File: config.mk
export PLATFORM = sky130hd
export DESIGN_NAME = seq_detector_gen
export DESIGN_NICKNAME = d
export VERILOG_FILES = /design/src/rtl/seq_det_pkg.sv /design/src/rtl/sat_counter.sv /design/src/rtl/seq_detector_gen.sv
export SDC_FILE = /design/constraint.sdc
export NUM_CORES = 1
export LEC_CHECK = 0
export BUFFER_PORTS_ARGS = -buffer_cell sky130_fd_sc_hd__buf_4
export CAP_MARGIN = 20
export CORE_MARGIN = 3
export CORE_UTILIZATION = 35
export DETAILED_ROUTE_END_ITERATION = 6
export PLACE_DENSITY = 0.53
export SLEW_MARGIN = 20
export SYNTH_ARGS = -nofsm -noshare
export SYNTH_HDL_FRONTEND = slang
export SYNTH_HIERARCHICAL = 1
export SYNTH_SLANG_ARGS = --single-unit
File: constraint.sdc
create_clock -name clk -period 4.8 [get_ports clk]
set_clock_uncertainty 0.2 [all_clocks]
set_input_delay 0.48 -clock clk [delete_from_list [all_inputs] [get_ports clk]]
set_output_delay 0.48 -clock clk [all_outputs]
set_load 0.01 [all_outputs]
File: src/rtl/seq_det_pkg.sv
// Shared definitions for the generic serial pattern detector.
package seq_det_pkg;

  typedef logic [1:0] mode_t;

  localparam mode_t MODE_MOORE_OVL  = 2'b00;
  localparam mode_t MODE_MOORE_NOVL = 2'b01;
  localparam mode_t MODE_MEALY_OVL  = 2'b10;
  localparam mode_t MODE_MEALY_NOVL = 2'b11;

  // Widest pattern the masked compare supports.
  localparam int unsigned CMP_W = 32;

  // Mode bit 1 selects combinational (Mealy) output.
  function automatic logic is_mealy(input mode_t m);
    return m[1];
  endfunction

  // Mode bit 0 selects non-overlapping detection.
  function automatic logic is_nonovl(input mode_t m);
    return m[0];
  endfunction

  // Compare the low len bits of pat and hist.
  function automatic logic masked_eq(input logic [CMP_W-1:0] pat,
                                     input logic [CMP_W-1:0] hist,
                                     input int unsigned len);
    logic eq;
    eq = 1'b1;
    for (int unsigned i = 0; i < CMP_W; i++) begin
      if ((i < len) && (pat[i] != hist[i])) eq = 1'b0;
    end
    return eq;
  endfunction

endpackage

File: src/rtl/sat_counter.sv
// Saturating up-counter with synchronous active-low clear.
module sat_counter #(
  parameter int unsigned W = 8
) (
  input  logic         clk,
  input  logic         rst,
  input  logic         inc,
  output logic [W-1:0] count
);

  // Count up on inc, hold at all-ones.
  always_ff @(posedge clk) begin
    if (!rst) begin
      count <= '0;
    end else if (inc && (count != '1)) begin
      count <= count + W'(1);
    end
  end

endmodule

File: src/rtl/seq_detector_gen.sv
// Runtime-programmable serial bit-pattern detector with match counter.
module seq_detector_gen
  import seq_det_pkg::*;
#(
  parameter int unsigned     PAT_W    = 8,
  parameter int unsigned     CNT_W    = 8,
  parameter logic [PAT_W-1:0] RST_PAT = 8'b0000_0101,
  parameter int unsigned     RST_LEN  = 3,
  parameter logic [1:0]      RST_MODE = 2'b00
) (
  input  logic                       clk,
  input  logic                       rst,
  input  logic                       data_in,
  input  logic                       data_valid,
  input  logic                       cfg_load,
  input  logic [PAT_W-1:0]           pattern,
  input  logic [$clog2(PAT_W+1)-1:0] pat_len,
  input  logic [1:0]                 mode,
  output logic                       detected,
  output logic [CNT_W-1:0]           match_count,
  output logic                       cfg_len_err
);

  localparam int unsigned LEN_W = $clog2(PAT_W + 1);

  logic [PAT_W-1:0] hist;
  logic [LEN_W-1:0] fill;
  logic [PAT_W-1:0] cfg_pat;
  logic [LEN_W-1:0] cfg_len;
  mode_t            cfg_mode;
  logic             moore_q;

  logic [PAT_W-1:0] shifted;
  logic             fill_ok;
  logic             match_now;

  // History as it would look with the presented bit accepted, plus match decision.
  always_comb begin
    shifted   = {hist[PAT_W-2:0], data_in};
    fill_ok   = ((LEN_W+1)'(fill) + (LEN_W+1)'(1)) >= (LEN_W+1)'(cfg_len);
    match_now = data_valid && !cfg_load && (cfg_len != '0) && fill_ok &&
                masked_eq(CMP_W'(cfg_pat), CMP_W'(shifted), CMP_W'(cfg_len));
  end

  assign detected = is_mealy(cfg_mode) ? match_now : moore_q;

  // Configuration latch, history shift, fill tracking and Moore register.
  always_ff @(posedge clk) begin
    if (!rst) begin
      hist        <= '0;
      fill        <= '0;
      moore_q     <= 1'b0;
      cfg_pat     <= RST_PAT;
      cfg_len     <= LEN_W'(RST_LEN);
      cfg_mode    <= RST_MODE;
      cfg_len_err <= 1'b0;
    end else if (cfg_load) begin
      hist        <= '0;
      fill        <= '0;
      moore_q     <= 1'b0;
      cfg_pat     <= pattern;
      cfg_mode    <= mode;
      if (pat_len > LEN_W'(PAT_W)) begin
        cfg_len     <= LEN_W'(PAT_W);
        cfg_len_err <= 1'b1;
      end else begin
        cfg_len     <= pat_len;
        cfg_len_err <= 1'b0;
      end
    end else begin
      moore_q <= match_now;
      if (data_valid) begin
        hist <= shifted;
        if (match_now && is_nonovl(cfg_mode)) begin
          fill <= '0;
        end else if (fill != LEN_W'(PAT_W)) begin
          fill <= fill + LEN_W'(1);
        end
      end
    end
  end

  // Saturating count of every match.
  sat_counter #(
    .W (CNT_W)
  ) u_match_cnt (
    .clk   (clk),
    .rst   (rst),
    .inc   (match_now),
    .count (match_count)
  );

endmodule
==> flow_summary.ini, run 1 <==
[outcome]
status = finished, final reports clean

[drt]
wl_mm = 3.83
vias = 1443
wire_per_inst_um = 13.2
met1Wirelength_mm = 1.97
vias_per_cell = 4.98
top_layer_used = met4
drc = 0
dr.first_iter.drc_count = 68
first_pass_iters = 4
wl_met3_um = 141
ant_nets = 0
wl_met2_mm = 1.68

[timing]
relSlewSlack = 0.729
drv_slew = 0
period_needed_ps = 3110
worst_pin_slew_ps = 406
fmax_mhz = 321
setup_tns_ps = 0
fin_crit_sh = 0.648
finalHoldViolCount = 0
rsz0062_at_grt = false
setup_violations = 0
fin_ws_ps = 1690

[grt]
gr-total-overflow = 0
grt_max_degree = 26
grt_pass1_wl_mm = 6.51
grt_use_total = 0.136
grt_pass1_vias = 1385
antenna_found_initial = 0

[clock_network]
clockBufferDepth = 2
clk_latency_ps = 280
h-tree-depth = 2
cts_buffers = 5
cts.sinks = 35
holdBufCountCts = 0
clkTransAtPathRegs_ps = 70
tritoncts = built
cts_resized = 0
cts-root-buf = clkbuf_8
post_cts_buffers = 0

[layout]
fillCellCount = 487
final_cell_mix = dfxtp_1 (35), buf_4 (28), mux2i_1 (21)
layout-drive-gt1-share = 0.184
nNetsFinal = 248
multiInputGateArea_um2 = 1000
ff_latch_area_um2 = 701
diodes = 0
final_common_cell = dfxtp_1
area_growth_pct = 20.8
utilization = 0.446

[synthesis]
synth_top_area_share = 0.397
ys_seq_elements = 35
yosys.area.top_type = dfxtp_1
synth_cell_type_count = 42
ys_seq_area_frac = 0.397
postSynthAreaPerCell_um2 = 9.15
ys_warn_count = 6
ys_top_cells_by_area = dfxtp_1 (40%), mux2i_1 (12%), ha_1 (5.0%), nor2b_1 (4.2%), xnor2_1 (3.5%)
synthesis.nets = 219
syn_inst = 193
synthFlopType = dfxtp_1
syn_area_um2 = 1770
synth_edf_count = 0
async_flop_share = 0

[worst_setup_path]
startpoint_type = flop
cp.required_ps = 4120
arrival_ps = 2430
crit_path_end_kind = output port
crit_type = flop to output port
worstPathMaxFanout = 8

[floorplan]
start_util = 0.369
rows = 25
dieWidth_um = 77.0
core_area_um2 = 4790
pin_count = 29
die_y_um = 77.0
die_area_um2 = 5940

[placed_design]
place.gp.congestion = 0.795
numPortBuffers = 28
place_ws_ps = 1980
post-dp-hpwl_mm = 2.71

[job]
max_cap_violations = 0

[min_path]
hold_class = input pin to flop

[pwr]
p_per_area_nw_per_um2 = 283
p_leak_nw = 0.907
ir_drop_mv = 0.138
[critical path, stage by stage (launching register included)]
cell      delay (ps)
dfxtp_1          410
inv_1            100
ha_1             310
ha_1             270
a211oi_1         260
o21ai_2          110
and3_1           250
mux2_2           300
buf_4            140
[cell type report]
type | instances | area share
Multi-Input combinational cell | 142 | 0.470
Sequential cell | 35 | 0.328
Timing Repair Buffer | 28 | 0.0985
Clock buffer | 8 | 0.0469
Tap cell | 67 | 0.0393
Inverter | 10 | 0.0176
[report_power, final]
group	internal [mW]	total, mW	leakage [nW]	switching, mW
clock	0.131	0.236	0.0515	0.105
combinational	0.0311	0.0616	0.570	0.0305
sequential	0.299	0.307	0.285	0.00791
[metal layers]
layer,GRT usage,vias to the layer above
li1,-,741
met3,0.0329,4
met2,0.210,24
met1,0.180,674
met5,0,-
met4,0.0605,0
[cell families after synthesis]
family | after synthesis | synth area share
and+or+nand+nor | 65 | 0.199
AOI/OAI and AO/OA | 38 | 0.144
DFF | 35 | 0.397
muxes | 22 | 0.125
buffers and inverters | 16 | 0.0361
xor gates and xnor gates | 10 | 0.0496
adders and majority gates | 7 | 0.0496
[flip-flops by register name, indices dropped and copies added, names as in the netlist]
name,cells
cfg_pat,8
u_match_cnt/count,8
hist,7
cfg_len,4
fill,4
cfg_mode,2
cfg_len_err,1
moore_q,1
[cells in the mapped netlist, types with 4 or more instances]
cell and count:
dfxtp_1 35, mux2i_1 21, nand2_1 14, nor2_1 12, nor2b_1 12, a21oi_1 10
inv_1 10, ha_1 7, o21ai_0 7, xnor2_1 7, nor3_1 5, a31oi_1 4
and3_1 4, nand2b_1 4, nand3_1 4
[final timing paths]
| check | start | endpoint | slack (ps) | cells past startpoint |
|---|---|---|---|---|
| max reg2reg | fill[0] | u_match_cnt/count[6] | 2060 | 9 |
| min | pattern[2] | cfg_pat[2] | 230 | 3 |
| min reg2reg | cfg_len_err | cfg_len_err | 310 | 2 |
| max | fill[0] | detected | 1690 | 8 |
[per-stage QoR]
stage / instances / power [mW] / hold slack [ps] / instance area, um^2
6_report: 290 / 0.604 / 225 / 2130
3_3_place_gp: 282 / 0.375 / 283 / 2030
3_5_place_dp: 282 / 0.376 / 287 / 2030
2_1_floorplan: 193 / 0.351 / 263 / 1770
5_1_grt: 290 / 0.632 / 233 / 2130
4_1_cts: 290 / 0.612 / 211 / 2130
Power figures use the tool's default switching activity.
==> inputs of run 2 (changes only) <==
--- a/config.mk
+++ b/config.mk
@@ -10,7 +10,7 @@
 export CORE_MARGIN = 3
 export CORE_UTILIZATION = 35
 export DETAILED_ROUTE_END_ITERATION = 6
-export PLACE_DENSITY = 0.53
+export PLACE_DENSITY = 0.55
 export SLEW_MARGIN = 20
 export SYNTH_ARGS = -nofsm -noshare
 export SYNTH_HDL_FRONTEND = slang
==> constraint.sdc (replaced) <==
create_clock -name clk -period 2.5 [get_ports clk]
set_clock_uncertainty 0.2 [all_clocks]
set_input_delay 0.25 -clock clk [delete_from_list [all_inputs] [get_ports clk]]
set_output_delay 0.25 -clock clk [all_outputs]
set_load 0.01 [all_outputs]
==> run 2 against run 1 <==
Clock power rose by 75%. First-iteration DRC count fell by 7.4%. Setup slack got worse by 1700 ps. Highest routed layer unchanged. Critical path type is now flop to flop. Routed wire length rose by 8.7%. Worst hold slack got worse by 210 ps. Die area did not move.
==> flow_summary.ini, run 2 (synthesis gave the netlist of run 1 again) <==
[timing]
setup_violations = 0
rsz0062_at_grt = true
relSlewSlack = 0.724
fin_crit_sh = 0.999
worst_pin_slew_ps = 413
fmax_mhz = 401
period_needed_ps = 2500
drv_slew = 0
finalHoldViolCount = 0
holdWs_ps = 20.1

[worst_setup_path]
crit_type = flop to flop
worstPathMaxFanout = 4
cp.required_ps = 2490
crit_path_end_kind = flop
rr_worst_depth = 10
arrival_ps = 2480
startpoint_type = flop

[pwr]
power_frac_comb = 0.129
p_per_area_nw_per_um2 = 489
ir_drop_mv = 0.340
p_leak_nw = 0.974
swShare = 0.264
clkPwrFrac = 0.360
p_sw_mw = 0.304
seqPwrFrac = 0.511
power.internal_mw = 0.846

[drt]
wire_per_inst_um = 13.7
drc = 0
ant_nets = 0
vias_per_cell = 4.96
dr.first_iter.drc_count = 63
first_pass_iters = 4
vias = 1502
wl_mm = 4.17

[layout]
utilization = 0.492
layout-drive-gt1-share = 0.297
diodes = 0
reg_top3 = cfg_pat x8, u_match_cnt/count x8, hist x7
area_growth_pct = 33.2
nNetsFinal = 261
final_cells = 303
final_common_cell = buf_4
final_cell_mix = buf_4 (37), dfxtp_1 (33), mux2i_1 (21)

[placed_design]
place.gp.congestion = 0.815
numPortBuffers = 28
placed_cells = 290
post-dp-hpwl_mm = 2.87

[min_path]
hold_class = input pin to flop
hold_depth = 3

[clock_network]
h-tree-depth = 2
cts_buffers = 5
cts.sinks = 35
clkTransAtPathRegs_ps = 80
clockBufferDepth = 2
tritoncts = built
clk_latency_ps = 290
cts-root-buf = clkbuf_8

[grt]
gr-total-overflow = 0
busiest_layer = met2
grt_pass1_wl_mm = 7.16
grt_max_degree = 26
antenna_found_initial = 0
grt_use_total = 0.149
grt_util_met2 = 0.239
grtUsageMet3 = 0.0387
grt_pass1_vias = 1490
use_met1 = 0.194

[floorplan]
dieWidth_um = 77.0
die_area_um2 = 5940
start_util = 0.369
die_y_um = 77.0
rows = 25
pin_count = 29
core_area_um2 = 4790

[outcome]
status = finished, final reports clean

[job]
max_cap_violations = 0
==> run 2: final timing paths <==
| kind | start | endpoint | slack [ps] |
|---|---|---|---|
| worst min register to register | cfg_pat[0] | cfg_pat[0] | 310 |
| worst max register to register | fill[0] | u_match_cnt/count[6] | 3 |
| worst min-delay path | pattern[1] | cfg_pat[1] | 20 |
| worst max-delay path | fill[0] | u_match_cnt/count[6] | 3 |
==> run 2: critical path, cell delays in order, from the launching register on <==
cell and delay, ps:
dfxtp_4 380, ha_4 180, xor2_2 190, ha_4 270, o21ai_2 50, o21ai_2 140, and3_4 210, buf_4 120
nand3_2 80, or4_1 390, and3_1 180
==> run 2: final cells by class <==
type	count	area [um^2]
Tap cell	67	83.8
Multi-Input combinational cell	142	1110
Clock buffer	5	68.8
Inverter	10	42.5
Timing Repair Buffer	41	320
Fill cell	469	2430
Sequential cell	35	708
Clock inverter	3	20.0
==> run 2: what timing repair did <==
action	in CTS	in global routing
hold buffers	2	0
endpoints found under the setup margin	4	5
endpoints found under the hold margin	2	0
resized for setup	21	6
pin swaps	6	8
setup buffers	1	2
==> run 2: metrics by stage <==
step           setup TNS (ps)  power (mW)  setup slack [ps]  area [um^2]
3_5_place_dp            -84.6       0.728             -36.4         2090
2_1_floorplan               0       0.674              17.4         1770
3_3_place_gp                0       0.727             0.425         2090
6_report                    0        1.15              3.13         2350
4_1_cts                 -49.9        1.15             -44.9         2300
5_1_grt                  -211        1.21             -59.5         2350
==> run 2: metal layers <==
| metal | vias to the layer above | share of wire |
|---|---|---|
| met4 | 0 | 0.0089 |
| met2 | 32 | 0.49 |
| met5 | - | 0 |
| li1 | 770 | - |
| met3 | 4 | 0.039 |
| met1 | 696 | 0.46 |
==> run 2: power groups by stage <==
stage	logic (mW)	clock network (mW)	registers, mW
final	0.148	0.414	0.588
after global routing	0.166	0.454	0.591
after CTS	0.140	0.426	0.588
after detailed placement	0.127	0	0.601
after global placement	0.127	0	0.601
after floorplan	0.0761	0	0.598
